$ cat config.mk
export PLATFORM = sky130hd
export DESIGN_NAME = multicycle_control
export DESIGN_NICKNAME = d
export VERILOG_FILES = /design/src/rtl/multicycle_control.sv
export SDC_FILE = /design/constraint.sdc
export NUM_CORES = 1
export LEC_CHECK = 0
export CORE_MARGIN = 4
export CORE_UTILIZATION = 35
export DETAILED_ROUTE_END_ITERATION = 10
export GPL_TIMING_DRIVEN = 0
export PLACE_DENSITY_LB_ADDON = 0.08
export SLEW_MARGIN = 5
export SYNTH_ARGS = -nofsm -noshare
export SYNTH_HDL_FRONTEND = slang
export SYNTH_SLANG_ARGS = --single-unit
$ cat constraint.sdc
create_clock -name clk -period 1.8 [get_ports clk]
set_clock_uncertainty 0.05 [all_clocks]
set_input_delay 0.27 -clock clk [delete_from_list [all_inputs] [get_ports clk]]
set_output_delay 0.27 -clock clk [all_outputs]
set_load 0.05 [all_outputs]
$ cat src/rtl/multicycle_control.sv
`default_nettype none
// =============================================================================
// Module   : multicycle_control
// Brief    : Multi-cycle FSM controller for the 16-bit CPU. Sequences
//            FETCH/DECODE/EXECUTE/MEM/WRITEBACK, handshakes with instruction
//            and data memory, resolves branches from the zero flag, and
//            supports HALT/resume, a sticky illegal-opcode fault and a
//            retired-instruction counter.
// Options  : `define MULTICYCLE_CONTROL_TIMEOUT_EN to fault after MEM_TIMEOUT
//            wait cycles without an ack in FETCH or MEM.
// Revision : 1.0 - initial release
// =============================================================================
module multicycle_control #(
  parameter int OPCODE_W    = 4,
  parameter int ALU_OP_W    = 4,
  parameter int CNT_W       = 16,
  parameter int MEM_TIMEOUT = 15
) (
  input  logic                clk,
  input  logic                rst_n,
  input  logic [OPCODE_W-1:0] opcode,
  input  logic                zero,
  input  logic                imem_ack,
  input  logic                dmem_ack,
  input  logic                resume,
  output logic                imem_req,
  output logic                ir_write,
  output logic                pc_write,
  output logic                pc_src,
  output logic                alu_src,
  output logic [ALU_OP_W-1:0] alu_op,
  output logic                mem_read,
  output logic                mem_write,
  output logic                mem_to_reg,
  output logic                reg_write,
  output logic                halted,
  output logic                fault,
  output logic [CNT_W-1:0]    instr_count
);

  // Shared opcode definitions of the 16-bit CPU
  localparam logic [OPCODE_W-1:0] c_OP_ADD   = OPCODE_W'(0);
  localparam logic [OPCODE_W-1:0] c_OP_SUB   = OPCODE_W'(1);
  localparam logic [OPCODE_W-1:0] c_OP_AND   = OPCODE_W'(2);
  localparam logic [OPCODE_W-1:0] c_OP_OR    = OPCODE_W'(3);
  localparam logic [OPCODE_W-1:0] c_OP_XOR   = OPCODE_W'(4);
  localparam logic [OPCODE_W-1:0] c_OP_SLT   = OPCODE_W'(5);
  localparam logic [OPCODE_W-1:0] c_OP_ADDI  = OPCODE_W'(6);
  localparam logic [OPCODE_W-1:0] c_OP_ANDI  = OPCODE_W'(7);
  localparam logic [OPCODE_W-1:0] c_OP_ORI   = OPCODE_W'(8);
  localparam logic [OPCODE_W-1:0] c_OP_XORI  = OPCODE_W'(9);
  localparam logic [OPCODE_W-1:0] c_OP_LOAD  = OPCODE_W'(10);
  localparam logic [OPCODE_W-1:0] c_OP_STORE = OPCODE_W'(11);
  localparam logic [OPCODE_W-1:0] c_OP_BEQ   = OPCODE_W'(12);
  localparam logic [OPCODE_W-1:0] c_OP_BNE   = OPCODE_W'(13);
  localparam logic [OPCODE_W-1:0] c_OP_HALT  = OPCODE_W'(14);

  // Shared ALU operation encodings
  localparam logic [ALU_OP_W-1:0] c_ALU_ADD = ALU_OP_W'(0);
  localparam logic [ALU_OP_W-1:0] c_ALU_SUB = ALU_OP_W'(1);
  localparam logic [ALU_OP_W-1:0] c_ALU_AND = ALU_OP_W'(2);
  localparam logic [ALU_OP_W-1:0] c_ALU_OR  = ALU_OP_W'(3);
  localparam logic [ALU_OP_W-1:0] c_ALU_XOR = ALU_OP_W'(4);
  localparam logic [ALU_OP_W-1:0] c_ALU_SLT = ALU_OP_W'(5);

  // Controller states
  localparam logic [2:0] c_ST_RST    = 3'd0;
  localparam logic [2:0] c_ST_FETCH  = 3'd1;
  localparam logic [2:0] c_ST_DECODE = 3'd2;
  localparam logic [2:0] c_ST_EXEC   = 3'd3;
  localparam logic [2:0] c_ST_MEM    = 3'd4;
  localparam logic [2:0] c_ST_WB     = 3'd5;
  localparam logic [2:0] c_ST_HALT   = 3'd6;
  localparam logic [2:0] c_ST_FAULT  = 3'd7;

  logic [2:0]          state_q, state_d;
  logic [OPCODE_W-1:0] op_q, op_d;
  logic [CNT_W-1:0]    count_q, count_d;
  logic                w_op_legal;
  logic                w_taken;
  logic                w_retire;
  logic                w_timeout;

  // A zero timeout would fault every handshake before an ack could be seen
  if (MEM_TIMEOUT < 1) begin : g_timeout_range_check
    $error("multicycle_control: MEM_TIMEOUT must be at least 1");
  end

`ifdef MULTICYCLE_CONTROL_TIMEOUT_EN
  localparam int c_WAIT_W = $clog2(MEM_TIMEOUT + 1);

  logic [c_WAIT_W-1:0] wait_q, wait_d;
  logic                w_waiting;

  // Count cycles spent in FETCH/MEM without ack; an ack on the limit cycle wins
  always_comb begin
    w_waiting = ((state_q == c_ST_FETCH) && !imem_ack) ||
                ((state_q == c_ST_MEM)   && !dmem_ack);
    w_timeout = w_waiting && (wait_q == c_WAIT_W'(MEM_TIMEOUT));
    wait_d    = (w_waiting && !w_timeout) ? wait_q + c_WAIT_W'(1) : '0;
  end

  // Wait counter register, cleared whenever a handshake is not pending
  always_ff @(posedge clk or negedge rst_n) begin
    if (!rst_n) wait_q <= '0;
    else        wait_q <= wait_d;
  end
`else
  assign w_timeout = 1'b0;
`endif

  // Opcode legality check against the shared opcode table
  always_comb begin
    w_op_legal = 1'b0;
    case (opcode)
      c_OP_ADD, c_OP_SUB, c_OP_AND, c_OP_OR, c_OP_XOR, c_OP_SLT,
      c_OP_ADDI, c_OP_ANDI, c_OP_ORI, c_OP_XORI,
      c_OP_LOAD, c_OP_STORE, c_OP_BEQ, c_OP_BNE, c_OP_HALT: w_op_legal = 1'b1;
      default:                                              w_op_legal = 1'b0;
    endcase
  end

  assign w_taken = ((op_q == c_OP_BEQ) && zero) || ((op_q == c_OP_BNE) && !zero);

  // State register
  always_ff @(posedge clk or negedge rst_n) begin
    if (!rst_n) state_q <= c_ST_RST;
    else        state_q <= state_d;
  end

  // Next-state logic; also flags the cycle in which an instruction retires
  always_comb begin
    state_d  = state_q;
    w_retire = 1'b0;
    case (state_q)
      c_ST_RST:    state_d = c_ST_FETCH;
      c_ST_FETCH: begin
        if (imem_ack)       state_d = c_ST_DECODE;
        else if (w_timeout) state_d = c_ST_FAULT;
      end
      c_ST_DECODE: begin
        if (!w_op_legal)              state_d = c_ST_FAULT;
        else if (opcode == c_OP_HALT) state_d = c_ST_HALT;
        else                          state_d = c_ST_EXEC;
      end
      c_ST_EXEC: begin
        if ((op_q == c_OP_LOAD) || (op_q == c_OP_STORE)) begin
          state_d = c_ST_MEM;
        end else if ((op_q == c_OP_BEQ) || (op_q == c_OP_BNE)) begin
          state_d  = c_ST_FETCH;
          w_retire = 1'b1;
        end else begin
          state_d = c_ST_WB;
        end
      end
      c_ST_MEM: begin
        if (dmem_ack) begin
          if (op_q == c_OP_LOAD) begin
            state_d = c_ST_WB;
          end else begin
            state_d  = c_ST_FETCH;
            w_retire = 1'b1;
          end
        end else if (w_timeout) begin
          state_d = c_ST_FAULT;
        end
      end
      c_ST_WB: begin
        state_d  = c_ST_FETCH;
        w_retire = 1'b1;
      end
      c_ST_HALT:  if (resume) state_d = c_ST_FETCH;
      c_ST_FAULT: state_d = c_ST_FAULT;
      default:    state_d = c_ST_RST;
    endcase
  end

  // Datapath strobes decoded from the state and the latched opcode
  always_comb begin
    imem_req   = 1'b0;
    ir_write   = 1'b0;
    pc_write   = 1'b0;
    pc_src     = 1'b0;
    alu_src    = 1'b0;
    alu_op     = c_ALU_ADD;
    mem_read   = 1'b0;
    mem_write  = 1'b0;
    mem_to_reg = 1'b0;
    reg_write  = 1'b0;
    halted     = 1'b0;
    fault      = 1'b0;
    case (state_q)
      c_ST_FETCH: begin
        imem_req = 1'b1;
        if (imem_ack) begin
          ir_write = 1'b1;
          pc_write = 1'b1;
        end
      end
      c_ST_EXEC: begin
        case (op_q)
          c_OP_SUB:  alu_op = c_ALU_SUB;
          c_OP_AND:  alu_op = c_ALU_AND;
          c_OP_OR:   alu_op = c_ALU_OR;
          c_OP_XOR:  alu_op = c_ALU_XOR;
          c_OP_SLT:  alu_op = c_ALU_SLT;
          c_OP_ADDI: alu_src = 1'b1;
          c_OP_ANDI: begin alu_src = 1'b1; alu_op = c_ALU_AND; end
          c_OP_ORI:  begin alu_src = 1'b1; alu_op = c_ALU_OR;  end
          c_OP_XORI: begin alu_src = 1'b1; alu_op = c_ALU_XOR; end
          c_OP_LOAD, c_OP_STORE: alu_src = 1'b1;
          c_OP_BEQ, c_OP_BNE: begin
            alu_src = 1'b1;
            alu_op  = c_ALU_SUB;
            if (w_taken) begin
              pc_write = 1'b1;
              pc_src   = 1'b1;
            end
          end
          default: alu_op = c_ALU_ADD;
        endcase
      end
      c_ST_MEM: begin
        // Address operands stay on the ALU for the whole handshake
        alu_src   = 1'b1;
        mem_read  = (op_q == c_OP_LOAD);
        mem_write = (op_q == c_OP_STORE);
      end
      c_ST_WB: begin
        reg_write  = 1'b1;
        mem_to_reg = (op_q == c_OP_LOAD);
      end
      c_ST_HALT:  halted = 1'b1;
      c_ST_FAULT: fault  = 1'b1;
      default:    imem_req = 1'b0;
    endcase
  end

  assign op_d    = (state_q == c_ST_DECODE) ? opcode : op_q;
  assign count_d = w_retire ? count_q + CNT_W'(1) : count_q;

  // Latched opcode and retired-instruction counter
  always_ff @(posedge clk or negedge rst_n) begin
    if (!rst_n) begin
      op_q    <= '0;
      count_q <= '0;
    end else begin
      op_q    <= op_d;
      count_q <= count_d;
    end
  end

  assign instr_count = count_q;

endmodule
`default_nettype wire

==> key figures, run 1 <==
Outcome
  • Status: complete, but fails checks
  • Failing checks: negative setup slack

Timing
  • Slew headroom: 0.315
  • Fin crit share: 1.05
  • Setup Viol. Count Final: 4
  • RSZ-0062 raised after global routing: yes
  • Final min period: 1.89 ns
  • Final worst slack: -0.0881 ns
  • Max Freq: 530 MHz
  • Slew Limit Fails: 0
  • Worst-margin pin slew: approximately 1 ns
  • Final Hold Viols: 0
  • WHS: between 0.4 and 0.5 ns
  • Setup TNS: -0.196 ns

Logic synthesis
  • Seq/Total Area, Yosys: 0.388
  • Async SR Flop Fraction: 1.00
  • Post-synth EDFFs: 0
  • Library cells used by synthesis: 47
  • Most used DFF post-synth: dfrtp_1
  • Top cell type's share of synthesized area: 0.388
  • Syn. warnings: 0
  • Area contributors post-synth: dfrtp_1, xnor2_1, o211ai_2
  • Synthesized cell area: approximately 0.0015 mm²
  • Mean Syn Cell Area: 10.1 µm²
  • Flops & latches, synth: 23
  • Post-Syn Instances: 147
  • Syn Nets: 158
  • Yosys top cell by area: dfrtp_1

Global routing
  • Gr usage total: 0.142
  • Initial antenna violation count: 0
  • First-pass GRT wire length: between 6000 and 7000 µm
  • Vias in the first global route: 1296
  • Gr ovfl total: 0
  • Largest net degree at the start of global routing: 24

Setup path
  • Endpoint class of the critical path: output port
  • Req. time, crit path: between 1 and 1.5 ns
  • CP Max Fanout: 4
  • R2R Setup Slk: around 0.10 ns
  • WP data arrival: roughly 1.6 ns
  • Startpoint types: flip-flop
  • CP Class: reg2out

Place
  • Routability cong.: ~0.77
  • DP Worst Slack: -0.622 ns
  • PortBufs: 39
  • DP Area: roughly 0.002 mm²
  • Hpwl dp: between 2000 and 3000 µm

Floorplanning
  • Die H: between 70 and 80 µm
  • Die width: around 73 µm
  • IO Count: a little over 40
  • Die area: 0.00535 mm²
  • Num rows: 23
  • Starting Density: 0.366
  • Core ar.: between 0.004 and 0.005 mm²

Drt
  • Vias: around 1300
  • Router iterations before antenna repair: 4
  • DRT Wirelength: roughly 3700 µm
  • Routed Antenna Nets: 0
  • DR iter-0 viols: 57
  • # DRC: 0
  • Routed WL per cell: about 15 µm
  • DR vias/cell: 5.16

Finish
  • Ant. Diodes: 0
  • Final cell utilization of the core: 0.537
  • Most common cell after layout, fill and taps aside: buf_4
  • Area Growth Syn to Fin: 46.8%
  • Filler cell count: roughly 380
  • Commonest cells after routing, fill and taps aside: buf_4, dfrtp_1, xnor2_1
  • NumNets Final: 217
  • Share of layout cells above drive strength 1: 0.395
  • Post-route cell area: approximately 0.0022 mm²

Pwr
  • Leak Pwr: around 1.0 nW
  • Worst ir drop on vdd: ~600 µV
  • Power density cells: between 1000 and 1500 mW/mm²

Clock network
  • CTS Sinks: 23
  • Root buffer cell: clkbuf_8
  • Clock transition at the registers of the reported paths: ~0.08 ns
  • CTS Buf Count: 3
  • H-tree Lvls: 1
  • TritonCTS clock tree: done
  • CTS Buffer Depth: 2
  • Worst-Skew Late Latency: about 0.27 ns

Run
  • Max-Cap Viols: 0

Hold path
  • Worst hold path type: reg2reg
[logic make-up (layout without fill, tap and decap cells)]
kind of cell / count (synthesis) / after routing / share of synthesized area
buf+inv: 13 / 71 / 0.0489
fa+ha+maj: 1 / 1 / 0.00842
compound gates: 29 / 29 / 0.163
simple gates: 58 / 58 / 0.252
xor+xnor: 17 / 17 / 0.100
mux: 5 / 5 / 0.0371
other cells: 1 / 1 / 0.00252
flops: 23 / 23 / 0.388
[path summary, 6_finish.rpt]
kind	depth (start not counted)	endpoint	start
hold reg to reg	1	instr_count[15]	instr_count[15]
max in group asynchronous	1	op_q[2]	rst_n
hold / removal	1	instr_count[15]	instr_count[15]
min in group asynchronous	1	instr_count[4]	rst_n
setup / recovery	4	mem_write	state_q[0]
setup reg to reg	5	instr_count[1]	op_q[2]
[repair_timing]
item                                    4_1_cts  5_1_grt
buffers inserted                              9        6
pin swaps                                     2        4
endpoints found under the hold margin         0        0
hold buffers                                  0        0
resized for setup                            99       21
endpoints found under the setup margin       28       19
[worst max-delay path, cell delays in order, from the launching register on]
cell and delay (ns):
dfrtp_1 0.41, buf_6 0.13, or3b_4 0.44, nor3_4 0.13, buf_6 0.18
[synth_stat cells, drive strengths merged (2+ instances only)]
cell	number
o22ai	2
dfrtp	23
nor3	5
nand3b	5
and2b	2
o21ai	9
o211ai	7
nor2	14
nand4	4
and2	2
and3	2
o2111ai	3
inv	5
a21oi	2
nand3	4
xnor2	16
mux2	4
nand2	12
buf	8
[report_power, final]
group,switching [mW],internal [mW],leakage [nW]
clock,0.167,0.155,0.0255
sequential,0.191,0.656,0.297
combinational,1.19,0.864,0.715
total,1.54,1.67,1.04
[registers in the layout (all words and copies together), names as in the netlist]
name	count
op_q	4
state_q	3
instr_count	16
[metrics by stage]
stage                     power (mW)  instances
after floorplan                 2.19        147
after global placement          2.63        236
after detailed placement        2.67        236
after CTS                       3.09        249
after global routing            3.42        255
final                           3.22        255
[metal layers]
layer,up-vias,GRT usage,share of wire
li1,647,-,-
met2,36,0.252,0.50
met1,627,0.178,0.44
met4,0,0.0369,0.011
met5,-,0,0
met3,5,0.0220,0.049
[cell type report]
class	instances	area, µm²	area share
multi-input cells	111	923	0.424
flip-flops and latches	23	579	0.266
repair buffers	54	472	0.216
plain buffers	8	72.6	0.0333
well taps	50	62.6	0.0287
clock buffers	3	41.3	0.0189
inverters	5	23.8	0.0109
clock inverters	1	5.00	0.00230
(Power assumes the default switching activity.)
==> inputs of run 2 (changes only) <==
Settings changed: CTS_CLUSTER_DIAMETER from default to 150.
==> results of run 2 <==
Final layout, timing and power as in run 1 (identical DEF).
==> inputs of run 3 (changes only) <==
Settings changed: CTS_CLUSTER_SIZE from default to 8.
==> results of run 3 <==
Final layout, timing and power as in run 1 (identical DEF).
==> edit (flow settings as in run 1) <==
Set the parameter `CNT_W` to 32 (it was 16).
--- a/src/rtl/multicycle_control.sv
+++ b/src/rtl/multicycle_control.sv
@@ -13,7 +13,7 @@
 module multicycle_control #(
   parameter int OPCODE_W    = 4,
   parameter int ALU_OP_W    = 4,
-  parameter int CNT_W       = 16,
+  parameter int CNT_W       = 32,
   parameter int MEM_TIMEOUT = 15
 ) (
   input  logic                clk,
Interface: changed (resized instr_count); port bits go from 41 to 57. The function was not compared with the original's and may differ.
==> edit against run 1 <==
Synthesized area up 39%; worst hold slack worse by 0.18 ns; highest routed layer unchanged; total power up 20%; worst setup slack worse by 0.095 ns; sequential cell count up 16; critical endpoint is now instr_count[23]; routed wire length up 36%; non-clock buffer count up 23; maximum frequency down 4.8%; count of clock-buffer cells in the layout up 3; the flow still finishes with violations (negative setup slack); final area up 45%; sequential share of layout area up 4.8 points.
==> edit: results (changes against run 1) <==
[logic_synthesis]
ys_top_cells_by_area = dfrtp_1, xnor2_1, xor2_1
synth_nets = 211  ; +34%
synth_cell_types = 42  ; -11%
yosys-top-cells-count = dfrtp_1, xnor2_1, nand2_1
synth-seq-area-share_pct = 47.16  ; +8.4 points
syn_area_per_cell_um2 = 10.35  ; +2.4%
yosys_warnings = 0  ; unchanged
async_reset_ff_share_pct = 100.0  ; unchanged

[detailed_routing]
drtPass1Iterations = 4  ; unchanged
drt-wirelength-per-cell_um = 14.23  ; -2.1%
first_iter_violations = 53  ; -7.0%
vias = 1737  ; +32%

[final_layout]
n_antenna_cell = 0  ; unchanged
largest_register_ff_count = 32  ; +16
nNetsFinal = 293  ; +35%
fin_cells = 355  ; +39%
drive_gt1_share_pct = 38.52  ; -1.0 points
fillCellCount = 541  ; +42%

[cts]
clkLatencyLatePin_ns = 0.29  ; +0.02 ns
clk_pin_slew_ns = 0.08  ; about the same
cts_buffer_depth = 2  ; unchanged
root_buffer = clkbuf_8
cts_buffers = 5  ; +2
cts.htree.levels = 2  ; +1

[critical_path]
worstPathArrival_ns = 2.12  ; +0.55 ns
crit_fanout = 6  ; +2

[place]
dp.cells = 328  ; +39%
portBuffers = 55  ; +41%
place_congestion = 0.7140  ; -6.9%
placed_cell_area_um2 = 2776  ; +38%
dp_hpwl_um = 3376  ; +27%

[pwr]
ir_worst_vdd_v = 0.0008250  ; +37%
p_leak_uw = 0.001481  ; +43%

[global_routing]
grt_pass1_wl_um = 8383  ; +38%
grt_pass1_vias = 1703  ; +31%
track_usage_pct = 14.53  ; +0.30 points
antenna_found_initial = 0  ; unchanged
grt_max_degree = 38  ; +58%

[timing]
fin_ws_ns = -0.1831  ; -0.09505 ns
slew_viol_final = 0  ; unchanged
setup_violations = 28  ; +24

[hold_path]
hold_class = input pin to async pin

[outcome]
status = finished, violations left
violations = negative setup slack

==> edit: routing by layer <==
metal / GRT usage [%] / share of wire [%]
met1: 19.00 / 46
met2: 23.49 / 48
met3: 4.078 / 4.1
met4: 4.317 / 1.2
met5: 0 / 0
==> edit: repair_timing <==
action                                 4_1_cts  5_1_grt
buffers inserted                             6       13
endpoints found under the hold margin       39        0
pin swaps                                    8       14
hold buffers                                 1        0
setup endpoints to repair                   78       41
cloned                                       1        0
resized for setup                          138       37
==> edit: logic make-up (layout without fill, tap and decap cells) <==
kind of cell    after synthesis  in the layout  share of synthesized area (%)
simple gates                 89             89                          24.06
flops                        39             39                          47.16
mux                           6              6                          3.204
other cells                   1              1                         0.1812
fa+ha+maj                     1              1                         0.6045
buf+inv                      12             95                          3.446
compound gates               19             19                          7.377
xor+xnor                     33             33                          13.97
==> edit: power breakdown <==
part / internal (µW) / switching, µW / leakage [µW]
logic: 861 / 1220 / 0.000950
clock network: 271 / 320 / 0.0000412
registers: 1040 / 161 / 0.000490
==> edit: final cells by class <==
| cell class | instances | area, µm² | area share [%] |
|---|---|---|---|
| tap | 72 | 90.09 | 2.842 |
| timing repair buffer | 77 | 703.2 | 22.19 |
| buffer | 8 | 72.57 | 2.290 |
| sequential | 39 | 994.7 | 31.39 |
| multi-input combinational | 149 | 1216 | 38.37 |
| clock inverter | 2 | 12.51 | 0.3948 |
| inverter | 2 | 7.507 | 0.2369 |
| clock buffer | 6 | 72.57 | 2.290 |
==> edit: worst paths after layout <==
kind                       cells past startpoint             from              end  slack (ns)
setup / recovery                               7       state_q[2]  instr_count[23]       -0.18
hold / removal                                 2            rst_n          op_q[0]        0.25
setup reg to reg                               7       state_q[2]  instr_count[23]       -0.18
hold reg to reg                                1  instr_count[28]  instr_count[28]        0.43
max in group asynchronous                      3            rst_n   instr_count[1]        1.04
min in group clk                               1  instr_count[28]  instr_count[28]        0.43
==> edit: critical path, stage by stage, from the launching register on <==
cell and delay [ns]:
dfrtp_1 0.40, nand3b_4 0.17, or2_1 0.25, buf_6 0.14, a2111oi_4 0.43, buf_6 0.20
nand4_1 0.10, xnor2_1 0.14
==> edit: metrics by stage <==
stage | hold WS [ns] | power [µW] | setup WS (ns) | setup TNS, ns
floorplan | -0.07559 | 2511 | -0.2984 | -2.764
global placement | 0.4078 | 3002 | -0.7754 | -39.48
detailed placement | 0.03107 | 3019 | -0.5863 | -13.06
CTS | 0.2413 | 3720 | -0.2032 | -2.722
global route | 0.2389 | 4119 | -0.2726 | -5.326
finish | 0.2498 | 3870 | -0.1831 | -2.067
